`src/rtl/ascon_sbox_pkg.sv`:
```
// Shared Ascon 5-bit S-box definitions and sequencer state type for the
// iterative substitution layer.
package ascon_sbox_pkg;

    localparam int SBOX_W = 5;
    localparam int SBOX_N = 32;

    typedef logic [SBOX_W-1:0] sbox_t;

    typedef enum logic [1:0] {
        ST_IDLE = 2'd0,
        ST_BUSY = 2'd1,
        ST_DONE = 2'd2
    } seq_state_t;

    localparam sbox_t ASCON_SBOX [SBOX_N] = '{
        5'h04, 5'h0b, 5'h1f, 5'h14, 5'h1a, 5'h15, 5'h09, 5'h02,
        5'h1b, 5'h05, 5'h08, 5'h12, 5'h1d, 5'h03, 5'h06, 5'h1c,
        5'h1e, 5'h13, 5'h07, 5'h0e, 5'h00, 5'h0d, 5'h11, 5'h18,
        5'h10, 5'h0c, 5'h01, 5'h19, 5'h16, 5'h0a, 5'h0f, 5'h17
    };

    function automatic sbox_t ascon_sbox(input sbox_t x);
        return ASCON_SBOX[x];
    endfunction

endpackage

```
`src/rtl/sub_layer_lut_seq_if.sv`:
```
// Handshake, state and table-port bundle between the round controller and
// the iterative substitution layer.
interface sub_layer_lut_seq_if #(
    parameter int WORD_W = 64
);
    logic              in_valid_i;
    logic              in_ready_o;
    logic              use_lut_i;
    logic [WORD_W-1:0] x0_i;
    logic [WORD_W-1:0] x1_i;
    logic [WORD_W-1:0] x2_i;
    logic [WORD_W-1:0] x3_i;
    logic [WORD_W-1:0] x4_i;
    logic              out_valid_o;
    logic              out_ready_i;
    logic [WORD_W-1:0] x0_o;
    logic [WORD_W-1:0] x1_o;
    logic [WORD_W-1:0] x2_o;
    logic [WORD_W-1:0] x3_o;
    logic [WORD_W-1:0] x4_o;
    logic              lut_we_i;
    logic [4:0]        lut_addr_i;
    logic [4:0]        lut_wdata_i;
    logic              lut_gnt_o;
    logic [4:0]        lut_rdata_o;
    logic              busy_o;

    modport slave (
        input  in_valid_i, use_lut_i, x0_i, x1_i, x2_i, x3_i, x4_i,
        input  out_ready_i, lut_we_i, lut_addr_i, lut_wdata_i,
        output in_ready_o, out_valid_o, x0_o, x1_o, x2_o, x3_o, x4_o,
        output lut_gnt_o, lut_rdata_o, busy_o
    );

    modport master (
        output in_valid_i, use_lut_i, x0_i, x1_i, x2_i, x3_i, x4_i,
        output out_ready_i, lut_we_i, lut_addr_i, lut_wdata_i,
        input  in_ready_o, out_valid_o, x0_o, x1_o, x2_o, x3_o, x4_o,
        input  lut_gnt_o, lut_rdata_o, busy_o
    );

endinterface

```
`src/rtl/sbox_lut_bank.sv`:
```
// Programmable 32x5 substitution table, reset to the Ascon S-box, with one
// write port, LANES datapath read ports and one debug read port.
module sbox_lut_bank
    import ascon_sbox_pkg::*;
#(
    parameter int LANES = 8
) (
    input  logic                      clk_i,
    input  logic                      rst_n_i,
    input  logic                      i_we,
    input  sbox_t                     i_waddr,
    input  sbox_t                     i_wdata,
    input  logic [LANES*SBOX_W-1:0]   i_rd_addr,
    output logic [LANES*SBOX_W-1:0]   o_rd_data,
    input  sbox_t                     i_dbg_addr,
    output sbox_t                     o_dbg_data
);

    sbox_t r_table [SBOX_N];

    always_ff @(posedge clk_i or negedge rst_n_i) begin
        if (!rst_n_i) begin
            r_table <= ASCON_SBOX;
        end else if (i_we) begin
            r_table[i_waddr] <= i_wdata;
        end
    end

    for (genvar l = 0; l < LANES; l++) begin : g_rd
        assign o_rd_data[l*SBOX_W +: SBOX_W] = r_table[i_rd_addr[l*SBOX_W +: SBOX_W]];
    end

    assign o_dbg_data = r_table[i_dbg_addr];

endmodule

```
`src/rtl/sub_layer_lut_seq.sv`:
```
// Iterative Ascon substitution layer: LANES bit-columns per cycle through the
// fixed S-box or the programmable table, result returned over valid/ready.
//
// state   | meaning
// IDLE    | ready for a new state; table writes granted
// BUSY    | substituting slice r_cnt in place; table writes held off
// DONE    | result valid, waiting for out_ready_i; table writes granted
module sub_layer_lut_seq
    import ascon_sbox_pkg::*;
#(
    parameter int WORD_W = 64,
    parameter int LANES  = 8
) (
    input  logic                 clk_i,
    input  logic                 rst_n_i,
    sub_layer_lut_seq_if.slave   bus
);

    localparam int N_SLICE = WORD_W / LANES;
    localparam int CNT_W   = (N_SLICE > 1) ? $clog2(N_SLICE) : 1;
    localparam int IDX_W   = (WORD_W > 1) ? $clog2(WORD_W) : 1;
    localparam logic [CNT_W-1:0] CNT_LAST = CNT_W'(N_SLICE - 1);

    if (LANES < 1 || LANES > WORD_W || (WORD_W % LANES) != 0) begin : g_bad_lanes
        $error("sub_layer_lut_seq: LANES must divide WORD_W and lie in 1..WORD_W");
    end

    seq_state_t                     r_state;
    logic [CNT_W-1:0]               r_cnt;
    logic                           r_use_lut;
    logic                           r_out_valid;
    logic                           r_busy;
    logic [SBOX_W-1:0][WORD_W-1:0]  r_x;

    logic [LANES*SBOX_W-1:0]        w_addr;
    logic [LANES*SBOX_W-1:0]        w_lut_data;
    logic [LANES*SBOX_W-1:0]        w_sub;
    logic                           w_lut_we;
    sbox_t                          w_dbg_data;

    function automatic logic [IDX_W-1:0] col_idx(input logic [CNT_W-1:0] cnt, input int lane);
        return IDX_W'(int'(cnt) * LANES + lane);
    endfunction

    // Address bit 4 is x0, bit 0 is x4; data bits map back the same way.
    always_comb begin
        w_addr = '0;
        for (int l = 0; l < LANES; l++) begin
            for (int b = 0; b < SBOX_W; b++) begin
                w_addr[l*SBOX_W + (SBOX_W-1-b)] = r_x[b][col_idx(r_cnt, l)];
            end
        end
    end

    always_comb begin
        w_sub = '0;
        for (int l = 0; l < LANES; l++) begin
            w_sub[l*SBOX_W +: SBOX_W] = r_use_lut ? w_lut_data[l*SBOX_W +: SBOX_W]
                                                  : ascon_sbox(w_addr[l*SBOX_W +: SBOX_W]);
        end
    end

    always_ff @(posedge clk_i or negedge rst_n_i) begin
        if (!rst_n_i) begin
            r_state     <= ST_IDLE;
            r_cnt       <= '0;
            r_use_lut   <= 1'b0;
            r_out_valid <= 1'b0;
            r_busy      <= 1'b0;
            r_x         <= '0;
        end else begin
            case (r_state)
                ST_IDLE: begin
                    if (bus.in_valid_i) begin
                        r_x       <= {bus.x4_i, bus.x3_i, bus.x2_i, bus.x1_i, bus.x0_i};
                        r_use_lut <= bus.use_lut_i;
                        r_cnt     <= '0;
                        r_busy    <= 1'b1;
                        r_state   <= ST_BUSY;
                    end
                end
                ST_BUSY: begin
                    for (int l = 0; l < LANES; l++) begin
                        for (int b = 0; b < SBOX_W; b++) begin
                            r_x[b][col_idx(r_cnt, l)] <= w_sub[l*SBOX_W + (SBOX_W-1-b)];
                        end
                    end
                    if (r_cnt == CNT_LAST) begin
                        r_busy      <= 1'b0;
                        r_out_valid <= 1'b1;
                        r_state     <= ST_DONE;
                    end else begin
                        r_cnt <= r_cnt + 1'b1;
                    end
                end
                ST_DONE: begin
                    if (bus.out_ready_i) begin
                        r_out_valid <= 1'b0;
                        r_state     <= ST_IDLE;
                    end
                end
                default: r_state <= ST_IDLE;
            endcase
        end
    end

    // Holding writes off during BUSY keeps the table constant across one substitution.
    assign w_lut_we = bus.lut_we_i && (r_state != ST_BUSY);

    sbox_lut_bank #(
        .LANES (LANES)
    ) u_bank (
        .clk_i      (clk_i),
        .rst_n_i    (rst_n_i),
        .i_we       (w_lut_we),
        .i_waddr    (bus.lut_addr_i),
        .i_wdata    (bus.lut_wdata_i),
        .i_rd_addr  (w_addr),
        .o_rd_data  (w_lut_data),
        .i_dbg_addr (bus.lut_addr_i),
        .o_dbg_data (w_dbg_data)
    );

    assign bus.in_ready_o  = (r_state == ST_IDLE);
    assign bus.out_valid_o = r_out_valid;
    assign bus.busy_o      = r_busy;
    assign bus.lut_gnt_o   = w_lut_we;
    assign bus.lut_rdata_o = w_dbg_data;
    assign bus.x0_o        = r_x[0];
    assign bus.x1_o        = r_x[1];
    assign bus.x2_o        = r_x[2];
    assign bus.x3_o        = r_x[3];
    assign bus.x4_o        = r_x[4];

endmodule
```
`src/flat_wrapper.sv`:
```
// flat-port wrapper written by rule: the top's interface ports become plain ports
module sub_layer_lut_seq_flat import ascon_sbox_pkg::*;
#(
    parameter int WORD_W = 64,
    parameter int LANES  = 8
)
  (clk_i, rst_n_i, bus_in_valid_i, bus_use_lut_i, bus_x0_i, bus_x1_i, bus_x2_i, bus_x3_i, bus_x4_i, bus_out_ready_i, bus_lut_we_i, bus_lut_addr_i, bus_lut_wdata_i, bus_in_ready_o, bus_out_valid_o, bus_x0_o, bus_x1_o, bus_x2_o, bus_x3_o, bus_x4_o, bus_lut_gnt_o, bus_lut_rdata_o, bus_busy_o);
  sub_layer_lut_seq_if #(.WORD_W(WORD_W)) bus_i ();
  input  logic clk_i;
  input  logic rst_n_i;
  input wire logic [$bits(bus_i.in_valid_i)-1:0] bus_in_valid_i;
  input wire logic [$bits(bus_i.use_lut_i)-1:0] bus_use_lut_i;
  input wire logic [$bits(bus_i.x0_i)-1:0] bus_x0_i;
  input wire logic [$bits(bus_i.x1_i)-1:0] bus_x1_i;
  input wire logic [$bits(bus_i.x2_i)-1:0] bus_x2_i;
  input wire logic [$bits(bus_i.x3_i)-1:0] bus_x3_i;
  input wire logic [$bits(bus_i.x4_i)-1:0] bus_x4_i;
  input wire logic [$bits(bus_i.out_ready_i)-1:0] bus_out_ready_i;
  input wire logic [$bits(bus_i.lut_we_i)-1:0] bus_lut_we_i;
  input wire logic [$bits(bus_i.lut_addr_i)-1:0] bus_lut_addr_i;
  input wire logic [$bits(bus_i.lut_wdata_i)-1:0] bus_lut_wdata_i;
  output wire logic [$bits(bus_i.in_ready_o)-1:0] bus_in_ready_o;
  output wire logic [$bits(bus_i.out_valid_o)-1:0] bus_out_valid_o;
  output wire logic [$bits(bus_i.x0_o)-1:0] bus_x0_o;
  output wire logic [$bits(bus_i.x1_o)-1:0] bus_x1_o;
  output wire logic [$bits(bus_i.x2_o)-1:0] bus_x2_o;
  output wire logic [$bits(bus_i.x3_o)-1:0] bus_x3_o;
  output wire logic [$bits(bus_i.x4_o)-1:0] bus_x4_o;
  output wire logic [$bits(bus_i.lut_gnt_o)-1:0] bus_lut_gnt_o;
  output wire logic [$bits(bus_i.lut_rdata_o)-1:0] bus_lut_rdata_o;
  output wire logic [$bits(bus_i.busy_o)-1:0] bus_busy_o;
  assign bus_i.in_valid_i = bus_in_valid_i;
  assign bus_i.use_lut_i = bus_use_lut_i;
  assign bus_i.x0_i = bus_x0_i;
  assign bus_i.x1_i = bus_x1_i;
  assign bus_i.x2_i = bus_x2_i;
  assign bus_i.x3_i = bus_x3_i;
  assign bus_i.x4_i = bus_x4_i;
  assign bus_i.out_ready_i = bus_out_ready_i;
  assign bus_i.lut_we_i = bus_lut_we_i;
  assign bus_i.lut_addr_i = bus_lut_addr_i;
  assign bus_i.lut_wdata_i = bus_lut_wdata_i;
  assign bus_in_ready_o = bus_i.in_ready_o;
  assign bus_out_valid_o = bus_i.out_valid_o;
  assign bus_x0_o = bus_i.x0_o;
  assign bus_x1_o = bus_i.x1_o;
  assign bus_x2_o = bus_i.x2_o;
  assign bus_x3_o = bus_i.x3_o;
  assign bus_x4_o = bus_i.x4_o;
  assign bus_lut_gnt_o = bus_i.lut_gnt_o;
  assign bus_lut_rdata_o = bus_i.lut_rdata_o;
  assign bus_busy_o = bus_i.busy_o;
  sub_layer_lut_seq #(.WORD_W(WORD_W), .LANES(LANES)) u_core (.clk_i(clk_i), .rst_n_i(rst_n_i), .bus(bus_i));
endmodule
```
`config.mk`:
```
export PLATFORM = sky130hd
export DESIGN_NAME = sub_layer_lut_seq_flat
export DESIGN_NICKNAME = d
export VERILOG_FILES = /design/src/rtl/ascon_sbox_pkg.sv /design/src/rtl/sub_layer_lut_seq_if.sv /design/src/rtl/sbox_lut_bank.sv /design/src/rtl/sub_layer_lut_seq.sv /design/src/flat_wrapper.sv
export SDC_FILE = /design/constraint.sdc
export NUM_CORES = 2
export LEC_CHECK = 0
export BUFFER_PORTS_ARGS = -buffer_cell sky130_fd_sc_hd__buf_4
export CORE_MARGIN = 2
export CORE_UTILIZATION = 25
export CTS_CLUSTER_SIZE = 30
export DETAILED_ROUTE_END_ITERATION = 8
export GPL_TIMING_DRIVEN = 1
export MAX_ROUTING_LAYER = met4
export PLACE_DENSITY = 0.39
export SLEW_MARGIN = 20
export SYNTH_ARGS = -nofsm -noshare
export SYNTH_HDL_FRONTEND = slang
export SYNTH_SLANG_ARGS = --single-unit
```
`constraint.sdc`:
```
create_clock -name clk_i -period 3.4 [get_ports clk_i]
set_input_delay 0.51 -clock clk_i [delete_from_list [all_inputs] [get_ports clk_i]]
set_output_delay 0.51 -clock clk_i [all_outputs]
set_load 0.05 [all_outputs]
```
==> reports/metrics.csv <==
metric,value,unit
dr.pass1.iters,6,
grt_pass1_vias,41500,
worstMarginPinSlew,1240,ps
skew,67.9,ps
synth_area,39700,sq um
design.die.area,162000,sq um
synthArstFlopShare,1.00,
cpMostUsedCell,buf_12,
holdWs,18.6,ps
ys_ff_latch,488,
synth-edff-count,0,
cts_buffers,61,
cts-root-buf,clkbuf_16,
end_kind,register,
syn_inst,4055,
clock_latency,730,ps
rsz0062_at_grt,yes,
rrSetupSlack,-230,ps
synth_nets,4409,
grtUsageTotal,0.339,
ant_nets,0,
crit_required,3980,ps
layout-drive-gt1-share,0.483,
hpwl,205,mm
worstSetupPathType,reg -> reg,
worst-path-buf-inv,8,
synthTopCellsByCount,"621 x mux2i_1, 468 x nand2_1, 408 x dfrtp_1, 293 x clkbuf_1, 280 x mux2_2",
violations,negative setup slack,
netlist.area_leader.share,0.257,
setup_viol,233,
cts_num_sinks,488,
synthTopCellsByArea,"dfrtp_1 26%, mux2i_1 16%, mux2_2 7.9%, mux4_2 6.5%, dfstp_2 5.3%",
dpl-instance-area,50600,sq um
synth_area_per_cell,9.79,sq um
cp_slowest_stage_delay,560,ps
cp_max_fo,8,
portBuffers,664,
relSlewSlack,0.170,
htree_levels,2,
yosys_warnings,0,
die_x,402,um
grt_pass1_wl,372,mm
max_freq,0.276,GHz
final-hold-violation-count,0,
tritoncts,built,
yosys.area.top_type,dfrtp_1,
synth.most_common_cell,mux2i_1,
vias,43500,
final_area,57400,sq um
overflow,0,
wl,280,mm
drcViolationCount,0,
wire_per_inst,39.0,um
vias_per_cell,6.05,
cts.clk_slew.worst_paths,70,ps
regArea,12300,sq um
place.gp.congestion,1.01,
initial_core_util,0.251,
fillers,16000,
drt_iter0_markers,5397,
start_kind,register,
syn2layout_area_growth,44.7,%
final_nets,5404,
min_period,3630,ps
multiInputGateArea,26900,sq um
post-route-period-util,1.07,
grt_start_max_net_pins,101,
cts_buffer_depth,3,
synth_cell_type_count,111,
cp_top_family,buffers and inverters,
place_ws,-342,ps
row_count,146,
status,"complete, but fails checks",
ios,665,
crit_arrival,4210,ps
hold_path.class,in -> reg,
crit_slowest_cell,mux4_2,
worst_slack,-227,ps
synth-seq-area-share,0.310,
slew_violations,0,
synthFlopType,dfrtp_1,
cap_viol_max_count,0,
die_y,402,um
antenna_found_initial,15,
core_area,158000,sq um
cp_cell_sequence,buf_12 > buf_12 > mux4_2 > mux2i_4 > buf_12 > buf_12 > buf_16 > buf_12 > buf_6 > mux2i_1 > nand2_1 > nand3_2 > o21ai_2 > nor4_4 > buf_12 > o221ai_2,
[tightest hold or removal path, stage by stage]
cell and delay [ps]:
buf_4 80, a22oi_1 70, o21ai_2 50
[per-layer routing]
metal  track usage  wire length [um]
met5             -                 0
met4         0.153             15800
met3        0.0701             26300
met2         0.508            124000
met1         0.438            115000
[final cells by class]
class                           count  area share
Inverter                           50     0.00368
Antenna cell                       13    0.000566
Sequential cell                   488       0.215
Clock inverter                     20     0.00494
Multi-Input combinational cell   3026       0.469
Tap cell                         2072      0.0451
Clock buffer                       96      0.0317
Timing Repair Buffer             1423       0.230
[per-stage QoR]
stage	TNS (ps)	utilization	std cells
4_1_cts	-7150	0.349	7107
3_5_place_dp	-35420	0.320	6893
5_1_grt	-26130	0.363	7182
3_3_place_gp	-31760	0.320	6890
2_1_floorplan	0	-	4055
6_report	-18310	0.364	7188
[placed cells by master (no fill, tap or decap), types with 17 or more instances in the layout]
cell type	n
a31oi_1	18
nor2_4	18
buf_8	25
clkbuf_1	20
nand2b_1	18
dfrtp_1	396
buf_16	22
mux2i_2	24
buf_6	68
inv_1	32
clkbuf_16	77
a21oi_1	60
o211ai_1	110
dfstp_2	80
nand2_2	73
a22oi_1	242
a221o_1	52
xnor2_1	32
buf_4	1179
buf_12	112
o21ai_0	69
nor2_2	28
nand4_1	17
nand2_1	392
o21ai_1	46
o221ai_2	45
mux2i_1	586
mux2_4	45
nand3_1	118
mux2_2	238
a32oi_1	17
a21o_1	34
a211oi_1	19
mux4_2	115
a22o_1	87
mux2i_4	22
a211oi_2	22
nor2_1	123
o21ai_2	50
[logic make-up (layout without fill, tap and decap cells)]
group                      count (synthesis)  in the layout  share of synthesized area
AOI/OAI and AO/OA                       1057           1057                      0.201
muxes                                   1032           1032                      0.309
and+or+nand+nor                          874            875                     0.0954
buffers and inverters                    542           1589                     0.0682
DFF                                      488            488                      0.310
xor gates and xnor gates                  38             38                    0.00873
adders and majority gates                 24             24                    0.00725
other                                      0             13                          0
[worst paths after layout]
check | end | start | cells after the start
worst max register to register | u_core.bus.x1_o[38]$_DFFE_PN0P_ | u_core.r_cnt[0]$_DFFE_PN0P_ | 16
min in group asynchronous | u_core.bus.x2_o[22]$_DFFE_PN0P_ | rst_n_i | 2
max in group asynchronous | u_core.bus.x0_o[18]$_DFFE_PN0P_ | rst_n_i | 3
worst max-delay path | u_core.bus.x1_o[38]$_DFFE_PN0P_ | u_core.r_cnt[0]$_DFFE_PN0P_ | 16
worst min-delay path | u_core.bus.x3_o[0]$_DFFE_PN0P_ | bus_x3_i[0] | 3
worst min register to register | u_core.bus.x1_o[0]$_DFFE_PN0P_ | u_core.bus.x1_o[0]$_DFFE_PN0P_ | 2
[timing repair]
action / in CTS / in global routing
pin swaps: 110 / 183
hold buffers: 2 / 0
setup endpoints to repair: 303 / 306
buffers inserted: 87 / 73
endpoints found under the hold margin: 28 / 0
cloned: 15 / 14
resized for setup: 316 / 374
[state kept, by name (all words and copies together), names as in the netlist]
register / count
u_core.u_bank.r_table: 160
u_core.r_use_lut: 1
u_core.r_cnt: 3
u_core.bus.x3_o: 64
u_core.bus.x2_o: 64
u_core.bus.busy_o: 1
u_core.r_state: 2
u_core.bus.x0_o: 64
u_core.bus.x1_o: 64
u_core.bus.x4_o: 64
u_core.bus.out_valid_o: 1
Power is left out: the tool's default activity adds up to more than one toggle a clock period on the data nets, which glitch-free logic cannot reach.
